--- src/rtl/io_pkg.sv ---
// =============================================================================
// Module      : io_pkg
// Description : Shared constants and helpers for the io_periph I/O window.
// Revision    : 1.0 - initial release
// =============================================================================
`default_nettype none

package io_pkg;

    localparam logic [31:0] IO_BASE_ADDR = 32'h1000_7000;

    localparam logic [11:0] LEDR_OFF    = 12'h000;
    localparam logic [11:0] LEDG_OFF    = 12'h010;
    localparam logic [11:0] HEXLO_OFF   = 12'h020;
    localparam logic [11:0] HEXHI_OFF   = 12'h024;
    localparam logic [11:0] LCD_OFF     = 12'h030;
    localparam logic [11:0] SW_OFF      = 12'h800;
    localparam logic [11:0] BTN_OFF     = 12'h810;
    localparam logic [11:0] BTNEDGE_OFF = 12'h814;

    localparam int LCD_ON_BIT = 31;
    localparam int LCD_EN_BIT = 10;
    localparam int LCD_RS_BIT = 9;
    localparam int LCD_RW_BIT = 8;

    localparam logic [31:0] LCD_MASK  = (32'h1 << LCD_ON_BIT) | (32'h1 << LCD_EN_BIT) |
                                        (32'h1 << LCD_RS_BIT) | (32'h1 << LCD_RW_BIT) |
                                        32'h0000_00FF;
    localparam logic [6:0]  HEX_BLANK = 7'h7F;
    localparam logic [31:0] HEX_MASK  = {4{1'b0, HEX_BLANK}};

    // Byte-lane merge of store data into an existing register value.
    function automatic logic [31:0] apply_bmask(input logic [31:0] old_val,
                                                input logic [31:0] new_val,
                                                input logic [3:0]  bmask);
        logic [31:0] res;
        res = old_val;
        for (int k = 0; k < 4; k++) begin
            if (bmask[k]) res[8*k +: 8] = new_val[8*k +: 8];
        end
        return res;
    endfunction

endpackage

`default_nettype wire

--- src/rtl/btn_debounce.sv ---
// =============================================================================
// Module      : btn_debounce
// Description : Single active-low button: 2-flop sync, debounce counter,
//               active-high debounced level and press pulse.
// Revision    : 1.0 - initial release
// =============================================================================
`default_nettype none

module btn_debounce #(
    parameter int DEBOUNCE_CYCLES = 16
) (
    input  logic i_clk,
    input  logic i_rst_n,
    input  logic i_raw_n,
    output logic o_level,
    output logic o_rise
);

    localparam int CNT_W = $clog2(DEBOUNCE_CYCLES) + 1;
    localparam logic [CNT_W-1:0] c_cnt_last = CNT_W'(DEBOUNCE_CYCLES - 1);

    logic             r_sync1;
    logic             r_sync2;
    logic             r_level;
    logic [CNT_W-1:0] r_cnt;
    logic             w_differ;
    logic             w_toggle;

    assign w_differ = (~r_sync2) != r_level;
    assign w_toggle = w_differ && (r_cnt == c_cnt_last);

    always_ff @(posedge i_clk or negedge i_rst_n) begin
        if (!i_rst_n) begin
            r_sync1 <= 1'b1;
            r_sync2 <= 1'b1;
            r_level <= 1'b0;
            r_cnt   <= '0;
        end else begin
            r_sync1 <= i_raw_n;
            r_sync2 <= r_sync1;
            if (w_toggle) begin
                r_level <= ~r_level;
                r_cnt   <= '0;
            end else if (w_differ) begin
                r_cnt   <= r_cnt + 1'b1;
            end else begin
                r_cnt   <= '0;
            end
        end
    end

    assign o_level = r_level;
    // Pulses during the cycle whose closing edge raises the level.
    assign o_rise  = w_toggle && !r_level;

endmodule

`default_nettype wire

--- src/rtl/io_periph.sv ---
// =============================================================================
// Module      : io_periph
// Description : Memory-mapped LED/HEX/LCD outputs and switch/button inputs.
// Revision    : 1.0 - initial release
// =============================================================================
`default_nettype none

module io_periph
    import io_pkg::*;
#(
    parameter int          DEBOUNCE_CYCLES = 16,
    parameter logic [31:0] BASE_ADDR       = IO_BASE_ADDR
) (
    input  logic        i_clk,
    input  logic        i_rst_n,
    input  logic [31:0] i_addr,
    input  logic [31:0] i_st_data,
    input  logic [3:0]  i_bmask,
    input  logic        i_wren,
    output logic [31:0] o_ld_data,
    output logic        o_hit,
    output logic [31:0] o_io_ledr,
    output logic [31:0] o_io_ledg,
    output logic [6:0]  o_io_hex0,
    output logic [6:0]  o_io_hex1,
    output logic [6:0]  o_io_hex2,
    output logic [6:0]  o_io_hex3,
    output logic [6:0]  o_io_hex4,
    output logic [6:0]  o_io_hex5,
    output logic [6:0]  o_io_hex6,
    output logic [6:0]  o_io_hex7,
    output logic [31:0] o_io_lcd,
    input  logic [31:0] i_io_sw,
    input  logic [3:0]  i_io_btn
);

    logic [31:0] r_ledr;
    logic [31:0] r_ledg;
    logic [31:0] r_hexlo;
    logic [31:0] r_hexhi;
    logic [31:0] r_lcd;
    logic [31:0] r_sw_sync1;
    logic [31:0] r_sw_sync2;
    logic [3:0]  r_btnedge;
    logic [3:0]  w_btn_level;
    logic [3:0]  w_btn_rise;
    logic [11:0] w_off;
    logic        w_we;
    logic        w_edge_clr;
    logic        w_unused_addr;

    assign o_hit         = (i_addr[31:12] == BASE_ADDR[31:12]);
    assign w_off         = {i_addr[11:2], 2'b00};
    assign w_we          = i_wren && o_hit;
    assign w_edge_clr    = w_we && (w_off == BTNEDGE_OFF) && i_bmask[0];
    assign w_unused_addr = &{1'b0, i_addr[1:0]};

    generate
        for (genvar k = 0; k < 4; k++) begin : g_btn
            btn_debounce #(
                .DEBOUNCE_CYCLES (DEBOUNCE_CYCLES)
            ) u_btn_debounce (
                .i_clk   (i_clk),
                .i_rst_n (i_rst_n),
                .i_raw_n (i_io_btn[k]),
                .o_level (w_btn_level[k]),
                .o_rise  (w_btn_rise[k])
            );
        end
    endgenerate

    always_ff @(posedge i_clk or negedge i_rst_n) begin
        if (!i_rst_n) begin
            r_ledr     <= '0;
            r_ledg     <= '0;
            r_hexlo    <= HEX_MASK;
            r_hexhi    <= HEX_MASK;
            r_lcd      <= '0;
            r_sw_sync1 <= '0;
            r_sw_sync2 <= '0;
            r_btnedge  <= '0;
        end else begin
            r_sw_sync1 <= i_io_sw;
            r_sw_sync2 <= r_sw_sync1;
            if (w_we) begin
                case (w_off)
                    LEDR_OFF:  r_ledr  <= apply_bmask(r_ledr, i_st_data, i_bmask);
                    LEDG_OFF:  r_ledg  <= apply_bmask(r_ledg, i_st_data, i_bmask);
                    HEXLO_OFF: r_hexlo <= apply_bmask(r_hexlo, i_st_data, i_bmask) & HEX_MASK;
                    HEXHI_OFF: r_hexhi <= apply_bmask(r_hexhi, i_st_data, i_bmask) & HEX_MASK;
                    LCD_OFF:   r_lcd   <= apply_bmask(r_lcd, i_st_data, i_bmask) & LCD_MASK;
                    default:   ;
                endcase
            end
            // A new press wins over a simultaneous write-1-to-clear.
            r_btnedge <= (w_edge_clr ? (r_btnedge & ~i_st_data[3:0]) : r_btnedge) | w_btn_rise;
        end
    end

    always_comb begin
        o_ld_data = '0;
        if (o_hit) begin
            case (w_off)
                LEDR_OFF:    o_ld_data = r_ledr;
                LEDG_OFF:    o_ld_data = r_ledg;
                HEXLO_OFF:   o_ld_data = r_hexlo;
                HEXHI_OFF:   o_ld_data = r_hexhi;
                LCD_OFF:     o_ld_data = r_lcd;
                SW_OFF:      o_ld_data = r_sw_sync2;
                BTN_OFF:     o_ld_data = {28'h0, w_btn_level};
                BTNEDGE_OFF: o_ld_data = {28'h0, r_btnedge};
                default:     o_ld_data = '0;
            endcase
        end
    end

    assign o_io_ledr = r_ledr;
    assign o_io_ledg = r_ledg;
    assign o_io_lcd  = r_lcd;
    assign o_io_hex0 = r_hexlo[6:0];
    assign o_io_hex1 = r_hexlo[14:8];
    assign o_io_hex2 = r_hexlo[22:16];
    assign o_io_hex3 = r_hexlo[30:24];
    assign o_io_hex4 = r_hexhi[6:0];
    assign o_io_hex5 = r_hexhi[14:8];
    assign o_io_hex6 = r_hexhi[22:16];
    assign o_io_hex7 = r_hexhi[30:24];

endmodule

`default_nettype wire

--- config.mk ---
export PLATFORM = sky130hd
export DESIGN_NAME = io_periph
export DESIGN_NICKNAME = d
export VERILOG_FILES = /design/src/rtl/io_pkg.sv /design/src/rtl/btn_debounce.sv /design/src/rtl/io_periph.sv
export SDC_FILE = /design/constraint.sdc
export NUM_CORES = 1
export LEC_CHECK = 0
export BUFFER_PORTS_ARGS = -buffer_cell sky130_fd_sc_hd__buf_4
export CAP_MARGIN = 20
export CELL_PAD_IN_SITES_DETAIL_PLACEMENT = 1
export CELL_PAD_IN_SITES_GLOBAL_PLACEMENT = 1
export CORE_MARGIN = 10
export CORE_UTILIZATION = 39
export DETAILED_ROUTE_END_ITERATION = 7
export HOLD_SLACK_MARGIN = 0.1
export MAX_ROUTING_LAYER = met4
export PLACE_DENSITY_LB_ADDON = 0.1
export SYNTH_ARGS = -nofsm -noshare
export SYNTH_HDL_FRONTEND = slang
export SYNTH_SLANG_ARGS = --single-unit
export TNS_END_PERCENT = 1
--- constraint.sdc ---
create_clock -name i_clk -period 5.05 [get_ports i_clk]
set_input_delay 0.2525 -clock i_clk [delete_from_list [all_inputs] [get_ports i_clk]]
set_output_delay 0.2525 -clock i_clk [all_outputs]
set_load 0.03 [all_outputs]
==> impl_metrics.tcl <==
set metrics [dict create \
    tightest_slew_ns 0.993 \
    cp_slowest_stage_delay_ns 0.88 \
    cpMostUsedCell "buf_4" \
    first_pass_iters 5 \
    power_density_nw_per_um2 292 \
    grt_first_pass_wirelength_microns 53800 \
    syn_avg_cell_area_sq_um 13.9 \
    drc_errors 0 \
    drv_cap 0 \
    seqCellArea_sq_um 5890 \
    antenna_found_initial 1 \
    drive_gt1_share_pct 50.5 \
    rsz0062_at_grt "no" \
    ys_ff_latch 232 \
    io_pins 292 \
    rows 58 \
    clock_path_buffers 3 \
    grt_pass1_vias 8543 \
    utilization_pct 55.1 \
    critPathSlowestCell "or4_1" \
    cts.htree.levels 1 \
    ant_nets 0 \
    cp.depth 7 \
    reg2regPathDepth 5 \
    fin_setup_tns_ns 0 \
    drt_iter0_markers 428 \
    num-fill-cells 2598 \
    path_class "in2out" \
    synth-main-ff-cell "dfrtp_1" \
    drv_slew 0 \
    hold_slack_ns 0.304 \
    max_freq_mhz 293 \
    synth_edf_count 0 \
    core_region_area_sq_um 25300 \
    synthDistinctLibCells 63 \
    clock_skew_ns 0.00440 \
    wl_microns 35200 \
    design.die.area_sq_um 32700 \
    worstHoldPathType "in2async" \
    async_reset_ff_share_pct 100 \
    clock_latency_ns 0.52 \
    syn-instance-count 725 \
    cp_max_fo 11 \
    postCtsSetupRepairBufs 0 \
    period_minus_slack_ns 3.42 \
    cp_num_buf_inv 3 \
    final_cell_mix "buf_4 (273), dfrtp_1 (168), mux2_2 (135), dlygate4sd3_1 (69), dfstp_2 (64)" \
    finalHoldViolCount 0 \
    layout_commonest_cell "buf_4" \
    cts.sinks 232 \
    die-width_microns 181 \
    worst_setup_path_start_kind "primary input" \
    power_uw 4070 \
    portBuffers 269 \
    clkTransAtPathRegs_ns 0.05 \
    track_usage_pct 21.5 \
    critical_path.startpoint "i_addr[7]" \
    cts_tree "done" \
    netlist_area_sq_um 10100 \
    r2r_start "g_btn[2].u_btn_debounce.r_cnt[0]" \
    path_delay_family "simple AND/OR/NAND/NOR gates" \
    cts_root_buf "clkbuf_16" \
    final_nets 1188 \
    fin_crit_sh_pct 67.7 \
    cts_hold_buf 69 \
    wl_per_cell_microns 24.7 \
    path_cells "buf_4 > or4_1 > nor4_4 > buf_4 > a22oi_1 > a31oi_1 > buf_4" \
    fp.dieH_microns 181 \
    synth_warnings 0 \
    cp-end-kind "output port" \
    hpwl_microns 24300 \
    power.leakage_uw 0.00663 \
    fin_cells 1424 \
    outcome "complete, no violations" \
    worstPathRequired_ns 4.80 \
    gp_congestion 0.797 \
    post-place-cells 1305 \
    multi_input_comb_area_sq_um 3910 \
    seq_area_frac_synth_pct 58.4 \
    ir_worst_vdd_v 0.000255 \
    area_delta_synth_final_pct 38.4 \
    cts_buffers 26 \
    setup_viol 0 \
    maxSlewHeadroom_pct 33.8 \
    worstPathArrival_ns 3.16 \
    grt_max_degree 146 \
    dr_total_vias 7518 \
    viasPerCell 5.28 \
    initial_core_util_pct 39.8 \
    grt-ovfl-total 0 \
    cts_resized 0 \
]
-- kinds of logic (layout without fill, tap and decap cells) --
family          after synthesis  count (layout)  share of synthesized area [%]
flops                       232             232                           58.4
simple gates                163             163                           11.9
mux                         157             157                           17.4
compound gates               92              92                           6.95
buf+inv                      63             412                           3.55
xor+xnor                      9               9                          0.782
fa+ha+maj                     8               8                          0.993
other cells                   1              21                         0.0372
-- layout make-up --
cell class,count,area share [%]
timing repair buffer,345,20.1
sequential,232,42.2
inverter,19,0.511
antenna,1,0.0179
clock inverter,8,0.646
tap,330,2.96
multi-input combinational,449,28.0
clock buffer,40,5.55
-- path summary, 6_finish.rpt --
| kind | slack, ns | end |
|---|---|---|
| worst max-delay path | 1.63 | o_ld_data[16] |
| worst min-delay path | 0.30 | g_btn[0].u_btn_debounce.r_cnt[2] |
| worst max register to register | 3.56 | g_btn[2].u_btn_debounce.r_cnt[2] |
| worst min register to register | 0.34 | r_sw_sync2[9] |
| max in group asynchronous | 3.52 | o_io_ledg[21] |
| min in group i_clk | 0.34 | r_sw_sync2[9] |
-- synth_stat cells (11+ instances only) --
master | number | area (sq um)
a222oi_1 | 11 | 110
a22oi_1 | 22 | 165
a31oi_1 | 22 | 138
buf_4 | 21 | 158
dfrtp_1 | 168 | 4200
dfstp_2 | 64 | 1680
inv_1 | 19 | 71.3
mux2_2 | 135 | 1520
mux2i_1 | 19 | 190
nand2_1 | 38 | 143
nor2_1 | 33 | 124
nor3_4 | 17 | 277
-- sequential cells by signal, summed over array words and instances, names as in the netlist --
| signal | cells |
|---|---|
| g_btn.u_btn_debounce.o_level | 4 |
| g_btn.u_btn_debounce.r_sync2 | 4 |
| r_sw_sync1 | 32 |
| g_btn.u_btn_debounce.r_sync1 | 4 |
| o_io_lcd | 12 |
| r_hexhi | 28 |
| r_sw_sync2 | 32 |
| r_hexlo | 28 |
| o_io_ledr | 32 |
| o_io_ledg | 32 |
| r_btnedge | 4 |
| g_btn.u_btn_debounce.r_cnt | 20 |
-- through the flow --
stage	setup WS [ns]	area [sq um]
CTS	1.64	13900
global route	1.53	14000
detailed placement	1.65	12400
global placement	1.68	12400
finish	1.63	14000
floorplan	2.48	10100
-- routing by layer --
| layer | wire [microns] | track usage, % |
|---|---|---|
| met2 | 17700 | 36.0 |
| met1 | 14400 | 25.6 |
| met3 | 2330 | 5.61 |
| met5 | 0 | - |
| met4 | 748 | 4.92 |
-- worst reg2reg max path, delay by kind of cell, from the launching register on --
kind	cells	cell delay (ns)
compound gates	1	0.25
fa+ha+maj	2	0.44
simple gates	2	0.33
flops	1	0.40
-- power by group --
group	internal [uW]	switching (uW)
Clock	1150	756
Sequential	1900	15.0
Combinational	109	137
Total	3160	909
Power figures use the tool's default switching activity.
